--- config.mk ---
export PLATFORM = sky130hd
export DESIGN_NAME = wave_param_loader
export DESIGN_NICKNAME = d
export VERILOG_FILES = /design/src/rtl/wave_param_pkg.sv /design/src/rtl/wave_param_regbank.sv /design/src/rtl/wave_param_loader.sv
export SDC_FILE = /design/constraint.sdc
export NUM_CORES = 1
export LEC_CHECK = 0
export CAP_MARGIN = 20
export CORE_ASPECT_RATIO = 1.1
export CORE_MARGIN = 5
export CORE_UTILIZATION = 50
export DETAILED_ROUTE_END_ITERATION = 12
export DONT_BUFFER_PORTS = 1
export PLACE_DENSITY = 0.72
export SYNTH_ARGS = -nofsm -noshare
export SYNTH_HDL_FRONTEND = slang
export SYNTH_SLANG_ARGS = --single-unit
--- constraint.sdc ---
create_clock -name clk -period 34.3 [get_ports clk]
set_input_delay 3.43 -clock clk [delete_from_list [all_inputs] [get_ports clk]]
set_output_delay 3.43 -clock clk [all_outputs]
set_load 0.005 [all_outputs]
--- src/rtl/wave_param_pkg.sv ---
// Shared encodings, state enum and sizing for the wave parameter loader.
package wave_param_pkg;

  localparam int CH_COUNT    = 4;
  localparam int WORD_W      = 16;
  localparam int FIELD_COUNT = 3;
  localparam int BUS_W       = CH_COUNT * WORD_W;

  typedef enum logic [1:0] {
    OP_WRITE  = 2'b00,
    OP_COMMIT = 2'b01,
    OP_READ   = 2'b10,
    OP_CLEAR  = 2'b11
  } opcode_e;

  typedef enum logic [1:0] {
    FLD_AMP   = 2'b00,
    FLD_OFF   = 2'b01,
    FLD_PHASE = 2'b10,
    FLD_BAD   = 2'b11
  } field_e;

  typedef enum logic [2:0] {
    ST_IDLE,
    ST_HI,
    ST_LO,
    ST_RD_HI,
    ST_RD_LO
  } state_e;

endpackage

--- src/rtl/wave_param_regbank.sv ---
// Shadow/active register bank; commit copies every shadow to active at once
// so all channels of the summing block update on the same edge.
module wave_param_regbank
  import wave_param_pkg::*;
(
  input  logic              i_clk,
  input  logic              i_rst,
  input  logic              i_wr,
  input  field_e            i_field,
  input  logic [1:0]        i_ch,
  input  logic [WORD_W-1:0] i_data,
  input  logic              i_commit,
  input  logic              i_clear,
  output logic [BUS_W-1:0]  o_amps,
  output logic [BUS_W-1:0]  o_offsets,
  output logic [BUS_W-1:0]  o_phasewords
);

  logic [WORD_W-1:0] r_sh  [FIELD_COUNT][CH_COUNT];
  logic [WORD_W-1:0] r_act [FIELD_COUNT][CH_COUNT];

  always_ff @(posedge i_clk or posedge i_rst) begin
    if (i_rst) begin
      for (int f = 0; f < FIELD_COUNT; f++) begin
        for (int c = 0; c < CH_COUNT; c++) begin
          r_sh[f][c]  <= '0;
          r_act[f][c] <= '0;
        end
      end
    end else if (i_clear) begin
      for (int f = 0; f < FIELD_COUNT; f++) begin
        for (int c = 0; c < CH_COUNT; c++) begin
          r_sh[f][c]  <= '0;
          r_act[f][c] <= '0;
        end
      end
    end else begin
      if (i_commit) begin
        r_act <= r_sh;
      end
      for (int f = 0; f < FIELD_COUNT; f++) begin
        if (i_wr && int'(i_field) == f) begin
          r_sh[f][i_ch] <= i_data;
        end
      end
    end
  end

  always_comb begin
    o_amps       = '0;
    o_offsets    = '0;
    o_phasewords = '0;
    for (int c = 0; c < CH_COUNT; c++) begin
      o_amps[c*WORD_W +: WORD_W]       = r_act[0][c];
      o_offsets[c*WORD_W +: WORD_W]    = r_act[1][c];
      o_phasewords[c*WORD_W +: WORD_W] = r_act[2][c];
    end
  end

endmodule

--- src/rtl/wave_param_loader.sv ---
// Byte-stream command decoder feeding the wave parameter register bank.
// Define WAVE_PARAM_READBACK_EN to enable the READ opcode and tx port.
module wave_param_loader
  import wave_param_pkg::*;
#(
  parameter int TIMEOUT_CYCLES = 1024
) (
  input  logic             clk,
  input  logic             reset,
  input  logic [7:0]       in_data,
  input  logic             in_valid,
  output logic             in_ready,
  output logic [BUS_W-1:0] amps,
  output logic [BUS_W-1:0] offsets,
  output logic [BUS_W-1:0] phasewords,
  output logic             committed,
  output logic             err,
  output logic [7:0]       tx_data,
  output logic             tx_valid,
  input  logic             tx_ready
);

  localparam logic [31:0] TMO_LAST = 32'(TIMEOUT_CYCLES - 1);

  state_e      r_state;
  state_e      w_next;
  field_e      r_field;
  logic [1:0]  r_ch;
  logic [7:0]  r_hi;
  logic [31:0] r_tcnt;
  logic        r_committed;
  logic        r_err;

  logic        w_acc;
  logic        w_busy;
  logic        w_tmo;
  logic        w_wr;
  logic        w_commit;
  logic        w_clear;
  logic        w_err_set;
  opcode_e     w_op;
  field_e      w_hfield;

  assign w_acc    = in_valid && in_ready;
  assign w_op     = opcode_e'(in_data[7:6]);
  assign w_hfield = field_e'(in_data[5:4]);
  assign w_busy   = (r_state == ST_HI) || (r_state == ST_LO);
  // Only an idle cycle can expire the frame; an accepted byte always wins.
  assign w_tmo    = (TIMEOUT_CYCLES != 0) && w_busy && !w_acc &&
                    (r_tcnt == TMO_LAST);

  assign committed = r_committed;
  assign err       = r_err;

  always_ff @(posedge clk or posedge reset) begin
    if (reset) begin
      r_state <= ST_IDLE;
    end else begin
      r_state <= w_next;
    end
  end

  always_comb begin
    w_next = r_state;
    unique case (r_state)
      ST_IDLE: begin
        if (w_acc && w_op == OP_WRITE) begin
          w_next = ST_HI;
        end
`ifdef WAVE_PARAM_READBACK_EN
        if (w_acc && w_op == OP_READ) begin
          w_next = ST_RD_HI;
        end
`endif
      end
      ST_HI: begin
        if (w_acc)      w_next = ST_LO;
        else if (w_tmo) w_next = ST_IDLE;
      end
      ST_LO: begin
        if (w_acc || w_tmo) w_next = ST_IDLE;
      end
      ST_RD_HI: begin
        if (tx_ready) w_next = ST_RD_LO;
      end
      ST_RD_LO: begin
        if (tx_ready) w_next = ST_IDLE;
      end
      default: w_next = ST_IDLE;
    endcase
  end

`ifdef WAVE_PARAM_READBACK_EN
  logic [WORD_W-1:0] w_rd_word;

  always_comb begin
    w_rd_word = '0;
    unique case (r_field)
      FLD_AMP:   w_rd_word = amps[{r_ch, 4'h0} +: WORD_W];
      FLD_OFF:   w_rd_word = offsets[{r_ch, 4'h0} +: WORD_W];
      FLD_PHASE: w_rd_word = phasewords[{r_ch, 4'h0} +: WORD_W];
      default:   w_rd_word = '0;
    endcase
  end
`else
  logic w_unused_tx_ready;
  assign w_unused_tx_ready = tx_ready;
`endif

  always_comb begin
    in_ready  = 1'b0;
    w_wr      = 1'b0;
    w_commit  = 1'b0;
    w_clear   = 1'b0;
    w_err_set = w_tmo;
    tx_valid  = 1'b0;
    tx_data   = '0;
    unique case (r_state)
      ST_IDLE: begin
        in_ready = 1'b1;
        if (w_acc) begin
          unique case (w_op)
            OP_WRITE:  ;
            OP_COMMIT: w_commit = 1'b1;
            OP_CLEAR:  w_clear  = 1'b1;
`ifdef WAVE_PARAM_READBACK_EN
            OP_READ:   w_err_set = (w_hfield == FLD_BAD);
`else
            OP_READ:   w_err_set = 1'b1;
`endif
            default:   ;
          endcase
        end
      end
      ST_HI: begin
        in_ready = 1'b1;
      end
      ST_LO: begin
        in_ready = 1'b1;
        if (w_acc) begin
          if (r_field == FLD_BAD) w_err_set = 1'b1;
          else                    w_wr      = 1'b1;
        end
      end
`ifdef WAVE_PARAM_READBACK_EN
      ST_RD_HI: begin
        tx_valid = 1'b1;
        tx_data  = w_rd_word[15:8];
      end
      ST_RD_LO: begin
        tx_valid = 1'b1;
        tx_data  = w_rd_word[7:0];
      end
`else
      ST_RD_HI: ;
      ST_RD_LO: ;
`endif
      default: ;
    endcase
  end

  always_ff @(posedge clk or posedge reset) begin
    if (reset) begin
      r_field     <= FLD_AMP;
      r_ch        <= '0;
      r_hi        <= '0;
      r_tcnt      <= '0;
      r_committed <= 1'b0;
      r_err       <= 1'b0;
    end else begin
      r_committed <= w_commit || w_clear;
      r_err       <= w_err_set;
      if (r_state == ST_IDLE && w_acc) begin
        r_field <= w_hfield;
        r_ch    <= in_data[1:0];
      end
      if (r_state == ST_HI && w_acc) begin
        r_hi <= in_data;
      end
      if (!w_busy || w_acc || w_tmo) begin
        r_tcnt <= '0;
      end else if (TIMEOUT_CYCLES != 0) begin
        r_tcnt <= r_tcnt + 32'd1;
      end
    end
  end

  wave_param_regbank u_bank (
    .i_clk        (clk),
    .i_rst        (reset),
    .i_wr         (w_wr),
    .i_field      (r_field),
    .i_ch         (r_ch),
    .i_data       ({r_hi, in_data}),
    .i_commit     (w_commit),
    .i_clear      (w_clear),
    .o_amps       (amps),
    .o_offsets    (offsets),
    .o_phasewords (phasewords)
  );

endmodule

==> flow_summary.toml <==
[status]
status = "finished, final reports clean"

[floorplanning]
io_pins = 216
initial_core_util_pct = 50.30
fp.dieH_um = 211.9
rows = 74
core_area_um2 = 36850
die_x_um = 193.6
die-area_um2 = 41020

[clocking]
cts_made_buffers = 44
ctsHoldBuffers = 0
cts_tree = "yes"
root_buffer = "clkbuf_16"
clock-sinks = 433
cts_resized = 0
clk_latency_ns = 0.55
cts_setup_buffers = 0
cts.path.max_buffers = 3
clk_pin_slew_ns = 0.06
htreeDepth = 2

[detailed_routing]
first_pass_iters = 5
ant_nets = 0
vias = 12290
routedWlPerCell_um = 20.91
drcViolationCount = 0
via_per_inst = 5.557
drtIter0Drc = 965
drt_wl_total_um = 46260

[sta]
fin_setup_tns_ns = 0
tightest_slew_ns = 1.080
finalCriticalPeriod_ns = 6.064
drv_slew = 0
relSlewSlack_pct = 27.98
hold_viol = 0
fin_hold_ws_ns = 0.4937
setup_viol = 0
max_freq_mhz = 164.9
rsz0062_at_grt = "no"
fin_crit_sh_pct = 17.68
fin_worst_skew_ns = 0.01379

[yosys]
synth_top_cells_by_area = "dfrtp_1 58%, mux2i_1 9.5%, nand2_1 8.8%"
ys_async_sr_fraction_pct = 100.0
ys_warn_count = 0
ys_seq_area_share_pct = 58.46
synth_seq_cells = 433
synth_top_area_cell = "dfrtp_1"
syn_avg_cell_area_um2 = 10.51
synth-main-ff-cell = "dfrtp_1"
mappedNetlistArea_um2 = 18530
syn-instance-count = 1763
yosysUniqueCellTypes = 48
synth_edf_count = 0
synth_top_area_share_pct = 58.46
yosys-top-cells-count = "433 x dfrtp_1, 433 x nand2_1, 192 x nand3b_1, 188 x nor2_1, 176 x mux2i_1"

[layout]
multi_input_area_um2 = 7019
num_antenna_cells = 0
post-route-util_pct = 54.61
fillers = 3213
fin_nets = 1701
area_growth_pct = 8.573
drive_above_1_share_pct = 7.043
seqCellArea_um2 = 10840

[critical_path]
crit_start = "in_valid"
start_kind = "input port"
cp-end-kind = "flip-flop"
r2r_end = "u_bank.o_offsets[59]"
worst_ep_arrival_time_ns = 6.54
rr_worst_depth = 6
critPathRequiredTime_ns = 34.77
cp-endpoint = "u_bank.o_offsets[59]"
crit_type = "in2reg"
rr_startpoint = "r_state[1]"
crit_path_max_fanout = 118
reg2reg_setup_slack_ns = 30.40

[power_and_ir_drop]
pwr-share-seq_pct = 51.9
switchingPower_uw = 288.8
clock_power_share_pct = 42.0
p_int_uw = 833.2
comb_power_share_pct = 6.0
vdd_ir_drop_max_uv = 33.10
p_leak_nw = 10.57
switching_share_pct = 25.74
p_per_area_nw_per_um2 = 55.76

[placement]
gp_congestion = 0.7920
dpl.hpwl_um = 27010
numPortBuffers = 0

[global_route]
grtUsageTotal_pct = 21.85
grt_pass1_wl_um = 71590
grt_remaining_overflow = 0
grt_antenna_before_repair = 0
grt_max_degree = 209
grt_pass1_vias = 11740

[worst_hold_path]
min_path_type = "reg2reg"

[run]
maxCapViolCount = 0
## power groups by stage
stage	combinational [mW]	clock, mW	sequential [mW]
2_1_floorplan	0.0712	0	0.555
3_3_place_gp	0.0643	0	0.591
3_5_place_dp	0.0669	0	0.592
4_1_cts	0.0671	0.482	0.583
5_1_grt	0.0761	0.504	0.585
6_report	0.0676	0.472	0.583
## worst min-delay path by stage
| stage | cells after the start | endpoint | slack (ns) | startpoint |
|---|---|---|---|---|
| floorplan | 1 | r_tcnt[0] | 0.45 | r_tcnt[0] |
| global placement | 1 | r_tcnt[0] | 0.47 | r_tcnt[0] |
| detailed placement | 2 | u_bank.o_offsets[20] | 0.49 | u_bank.o_offsets[20] |
| CTS | 2 | u_bank.o_offsets[20] | 0.50 | u_bank.o_offsets[20] |
| global route | 1 | r_tcnt[0] | 0.52 | r_tcnt[0] |
| finish | 2 | u_bank.o_offsets[18] | 0.49 | u_bank.o_offsets[18] |
## cell families (layout without fill, tap and decap cells)
| logic type | after synthesis | count (layout) | synth area share [%] |
|---|---|---|---|
| AO/OA/AOI/OAI | 60 | 60 | 2.005 |
| flip-flops | 433 | 433 | 58.46 |
| buffers and inverters | 151 | 98 | 3.996 |
| XOR/XNOR | 13 | 13 | 0.6143 |
| multiplexers | 188 | 188 | 10.23 |
| other | 1 | 9 | 0.02023 |
| AND/OR/NAND/NOR | 916 | 916 | 24.60 |
| adder cells (fa/ha/maj) | 1 | 1 | 0.06750 |
## routing by layer
metal  track usage [%]  vias up  share of wire (%)
met3             5.539       61                6.8
met5                 0        -                  0
met4             5.348        0                2.3
li1                  -     5682                  -
met1             30.80     6245                 44
met2             34.52      303                 47
## placed cells by master, fill, tap and decap left out, types with 5 or more instances in the layout
cell,n
a211oi_1,15
a21oi_1,19
buf_4,12
clkbuf_1,8
clkbuf_16,45
clkbuf_8,10
clkinv_2,9
conb_1,9
dfrtp_1,433
mux2_2,12
mux2i_1,176
nand2_1,432
nand3_1,14
nand3_2,6
nand3b_1,192
nand4_1,13
nor2_1,188
nor3_1,9
nor4_1,7
o21ai_0,14
o31ai_1,6
or3_1,10
or4_1,9
xnor2_1,5
xor2_1,8
## metrics by stage
step / setup slack [ns] / area [µm²] / instances / power, mW
final: 28.24 / 20120 / 2212 / 1.122
after global routing: 28.05 / 20120 / 2212 / 1.165
after floorplan: 18.81 / 18560 / 1771 / 0.6264
after global placement: 27.89 / 18600 / 2132 / 0.6552
after detailed placement: 27.80 / 18630 / 2133 / 0.6591
after CTS: 28.36 / 20040 / 2209 / 1.132
## cell type report
cell class	count	share of cell area, %
repair buffers	16	0.9948
clock inverters	13	0.6031
multi-input cells	1187	34.88
flip-flops and latches	433	53.85
clock buffers	63	6.429
well taps	494	3.072
inverters	6	0.1741
## sequential cells by signal, summed over array words and instances, names as in the netlist
signal	flops
u_bank.r_sh	192
u_bank.o_amps	64
u_bank.o_offsets	64
u_bank.o_phasewords	64
r_tcnt	32
r_hi	8
r_state	3
r_ch	2
r_field	2
committed	1
err	1
## worst max-delay path, cell delays in order
cell      delay [ns]
nor4b_4         0.48
nand2_4         0.52
inv_6           0.85
buf_4           0.80
nand3b_1        0.17
nand2_1         0.11
Power figures use the tool's default switching activity.
